===== config.mk =====
export PLATFORM = sky130hd
export DESIGN_NAME = icache_direct_mapped
export DESIGN_NICKNAME = d
export VERILOG_FILES = /design/src/rtl/icache_direct_mapped.sv
export SDC_FILE = /design/constraint.sdc
export NUM_CORES = 1
export LEC_CHECK = 0
export BUFFER_PORTS_ARGS = -buffer_cell sky130_fd_sc_hd__buf_2
export CAP_MARGIN = 40
export CORE_ASPECT_RATIO = 1.1
export CORE_MARGIN = 3
export CORE_UTILIZATION = 45
export CTS_CLUSTER_DIAMETER = 30
export CTS_CLUSTER_SIZE = 20
export DETAILED_ROUTE_END_ITERATION = 10
export SLEW_MARGIN = 20
export SYNTH_ARGS = -nofsm -noshare
export SYNTH_HDL_FRONTEND = slang
export SYNTH_SLANG_ARGS = --single-unit

===== constraint.sdc =====
create_clock -name CLK -period 13 [get_ports CLK]
set_input_delay 2.6 -clock CLK [delete_from_list [all_inputs] [get_ports CLK]]
set_output_delay 2.6 -clock CLK [all_outputs]
set_load 0.01 [all_outputs]

===== src/rtl/icache_direct_mapped.sv =====
// icache_direct_mapped: direct-mapped, one-word-per-block instruction cache between fetch and memory.
// Optional ICACHE_STATS_EN adds hit_count/miss_count outputs. Rev 1.0
`default_nettype none

module icache_direct_mapped #(
  parameter int SETS = 16
) (
  input  logic        CLK,
  input  logic        nRST,
  input  logic        imemREN,
  input  logic [31:0] imemaddr,
  input  logic        flush,
  output logic        ihit,
  output logic [31:0] imemload,
  output logic        iREN,
  output logic [31:0] iaddr,
  input  logic        iwait,
  input  logic [31:0] iload
`ifdef ICACHE_STATS_EN
  ,
  output logic [31:0] hit_count,
  output logic [31:0] miss_count
`endif
);

  localparam int IDX_W = $clog2(SETS);
  localparam int TAG_W = 30 - IDX_W;

  typedef enum logic [0:0] {IDLE = 1'b0, FETCH = 1'b1} state_t;

  state_t state_q, state_d;

  logic [SETS-1:0]  valid_q;
  logic [TAG_W-1:0] tag_q  [SETS];
  logic [31:0]      data_q [SETS];
  logic [29:0]      maddr_q;

  logic [IDX_W-1:0] idx;
  logic [TAG_W-1:0] req_tag;
  logic [IDX_W-1:0] fill_idx;
  logic [TAG_W-1:0] fill_tag;
  logic             lookup_hit;
  logic             start_miss;
  logic             fill_en;
  logic             unused_bits;

  assign idx         = imemaddr[2 +: IDX_W];
  assign req_tag     = imemaddr[31 -: TAG_W];
  assign fill_idx    = maddr_q[0 +: IDX_W];
  assign fill_tag    = maddr_q[29 -: TAG_W];
  assign lookup_hit  = valid_q[idx] && (tag_q[idx] == req_tag);
  assign unused_bits = ^imemaddr[1:0];

  // Flush beats a fill landing in the same cycle.
  assign fill_en = (state_q == FETCH) && !iwait && !flush;

  always_comb begin
    state_d    = state_q;
    ihit       = 1'b0;
    imemload   = 32'h0;
    iREN       = 1'b0;
    iaddr      = 32'h0;
    start_miss = 1'b0;
    case (state_q)
      IDLE: begin
        if (imemREN && !flush) begin
          if (lookup_hit) begin
            ihit     = 1'b1;
            imemload = data_q[idx];
          end else begin
            start_miss = 1'b1;
            state_d    = FETCH;
          end
        end
      end
      FETCH: begin
        // Driven only from registered state so iwait never reaches iREN.
        iREN  = 1'b1;
        iaddr = {maddr_q, 2'b00};
        if (flush || !iwait) begin
          state_d = IDLE;
        end
      end
      default: state_d = IDLE;
    endcase
  end

  always_ff @(posedge CLK or negedge nRST) begin
    if (!nRST) begin
      state_q <= IDLE;
      maddr_q <= 30'h0;
    end else begin
      state_q <= state_d;
      if (start_miss) begin
        maddr_q <= imemaddr[31:2];
      end
    end
  end

  always_ff @(posedge CLK or negedge nRST) begin
    if (!nRST) begin
      valid_q <= '0;
    end else if (flush) begin
      valid_q <= '0;
    end else if (fill_en) begin
      valid_q[fill_idx] <= 1'b1;
    end
  end

  // Tag and data need no reset: they are only observed through a set valid bit.
  always_ff @(posedge CLK) begin
    for (int i = 0; i < SETS; i++) begin
      if (fill_en && (fill_idx == IDX_W'(i))) begin
        tag_q[i]  <= fill_tag;
        data_q[i] <= iload;
      end
    end
  end

`ifdef ICACHE_STATS_EN
  always_ff @(posedge CLK or negedge nRST) begin
    if (!nRST) begin
      hit_count  <= 32'h0;
      miss_count <= 32'h0;
    end else begin
      if (ihit) begin
        hit_count <= hit_count + 32'd1;
      end
      if (start_miss) begin
        miss_count <= miss_count + 32'd1;
      end
    end
  end
`endif

endmodule

`default_nettype wire


==> impl_metrics.toml <==
[clock_network]
cts_sinks = 975
cts_root_buf = "clkbuf_16"
hold_buffers = 0
clk_latency_ps = 730
htreeDepth = 4
cts_resized = 0
path_clk_slew_ps = 50
clock_path_buffers = 3
cts_tree = "done"
post_cts_buffers = 0
cts_buffers = 165

[sta]
max_slew_margin = 0.332
rsz0062_at_grt = "no"
fin_setup_tns_ps = 0
max_freq_mhz = 105
finalSetupViolations = 0
period_needed_ps = 9500
clock-skew-final_ps = 28.4
drv_slew = 0
post-route-period-util = 0.731
worst_slew_pin_slew_ps = 1000
whs_ps = 469
final-hold-violation-count = 0

[routing]
viasPerCell = 5.68
drt-wirelength-per-cell_um = 27.9
drt_wl_total_um = 90500
drc = 0
firstDrtPassIters = 5
vias = 18376
drtIter0Drc = 1399
ant_nets = 0

[worst_setup_path]
worst_ep_arrival_time_ps = 6900
critPathRequiredTime_ps = 10400
start_kind = "primary input"
r2r_slack_ps = 9290
path_cells = "buf_8, buf_4, buf_16, mux4_2, mux2i_1, mux2i_1, xnor2_1, o2111ai_1, nor4_1, nand4b_1, buf_4, nor2b_1, buf_2"
critPathMaxStageDelay_ps = 690
worstSetupPathType = "in2out"
cp_top_family = "buffers and inverters"
slowest_stage = "nor4_1"
critPathCaptureType = "output port"
cp_max_fo = 95
crit_buf_inv = 5

[placement]
placed_area_mm2 = 0.0407
post-dp-hpwl_um = 48500
gp_congestion = 0.780
port_buffers = 130

[grt]
antenna_found_initial = 7
grt-ovfl-total = 0
grt.met1_usage = 0.285
grt_pass1_vias = 19792
grt_start_max_net_pins = 96
track_usage = 0.208
grt_pass1_wl_um = 134000
gr-usage-met2 = 0.344
use_met3 = 0.0430
grt_most_used_layer = "met2"

[power]
powerDensity_mw_per_mm2 = 181
worst_ir_drop_vdd_uv = 166
total_power_uw = 8410
p_leak_uw = 0.0156

[die]
num_rows = 111
die_w_um = 283
start_util = 0.456
core_area_mm2 = 0.0836
pin_count = 135
die_area_mm2 = 0.0882
die_h_um = 311

[yosys]
netlist-cell-type-count = 63
yosys_warnings = 0
synth_edf_count = 928
ys_dominant_reg_cell = "edfxtp_1"
synthCells = 1692
postSynth.asyncResetShare = 0.0482
synth.avg_cell_area_um2 = 22.5
ys_seq_area_frac = 0.762
syn_area_mm2 = 0.0381
ys_seq_elements = 975

[layout]
nNetsFinal = 2033
layout_common_cells = "edfxtp_1 (928), mux4_2 (258), clkbuf_16 (167), buf_2 (127), mux2i_1 (50)"
finalInstanceArea_mm2 = 0.0465
area_growth_pct = 22.1
drive_gt1_frac = 0.374
layout_commonest_cell = "edfxtp_1"
fillers = 6303

[min_path]
hold_class = "reg2reg"

[run_status]
status = "completed"

[run]
cap_violations = 0
[flip-flops by register name, indices dropped and copies added, names as in the netlist]
signal and cells:
maddr_q 30, data_q 512, tag_q 416, state_q 1, valid_q 16
[per-layer routing]
layer	share of wire	vias up
met5	0.00023	-
met4	0.017	4
met3	0.054	122
met2	0.50	583
met1	0.43	9945
li1	-	7722
[path summary, 6_finish.rpt]
kind                               from     endpoint  depth (start not counted)
setup / recovery            imemaddr[4]  imemload[0]                         13
min in group asynchronous          nRST  maddr_q[18]                          2
setup reg to reg           tag_q[12][4]  maddr_q[10]                          8
hold / removal              valid_q[13]  valid_q[13]                          1
max in group asynchronous          nRST  maddr_q[10]                          3
hold reg to reg             valid_q[13]  valid_q[13]                          1
[stage by stage]
| step | std cells | setup WS, ps | util |
|---|---|---|---|
| after floorplan | 1693 | 5010 | - |
| after global placement | 2903 | 3220 | 0.481 |
| after detailed placement | 2924 | 3280 | 0.487 |
| after CTS | 3230 | 3200 | 0.555 |
| after global routing | 3233 | 3220 | 0.556 |
| final | 3237 | 3500 | 0.556 |
[synth_stat cells, drive strengths merged (3+ instances only)]
cell type	instances	area (µm²)
nand4	5	31.3
xnor2	22	193
edfxtp	928	27900
buf	50	272
a221oi	5	43.8
mux2	40	559
clkbuf	37	139
nand2	18	67.6
a31oi	4	25.0
xor2	7	61.3
o21ai	11	55.1
nor2b	39	244
a21o	17	128
a21oi	3	15.0
and2	31	194
nor2	23	86.3
nand3	11	55.1
dfrtp	47	1180
mux4	258	5810
a22oi	7	52.6
nor3	11	55.1
inv	9	33.8
nor4	6	43.8
o22ai	7	43.8
mux2i	50	500
nand2b	8	50.1
[layout make-up]
| cell class | count | area, µm² | area share |
|---|---|---|---|
| antenna | 4 | 10.0 | 0.000215 |
| clock buffer | 183 | 4260 | 0.0915 |
| clock inverter | 123 | 1490 | 0.0320 |
| inverter | 10 | 40.0 | 0.000861 |
| multi-input combinational | 621 | 8750 | 0.188 |
| sequential | 975 | 29000 | 0.624 |
| tap | 1130 | 1410 | 0.0304 |
| timing repair buffer | 191 | 1520 | 0.0327 |
[cell families after synthesis]
| kind of cell | Yosys count | share of synthesized area |
|---|---|---|
| muxes | 348 | 0.180 |
| and+or+nand+nor | 166 | 0.0247 |
| AOI/OAI and AO/OA | 76 | 0.0145 |
| buffers and inverters | 97 | 0.0118 |
| xor gates and xnor gates | 29 | 0.00666 |
| other | 1 | 0.0000984 |
| DFF | 975 | 0.762 |
[report_power, final]
group | internal (µW) | switching [µW]
Combinational | 164 | 192
Clock | 2910 | 1510
Sequential | 3550 | 87.3
Total | 6620 | 1790
Note: power is estimated with default switching activity, not from simulation.
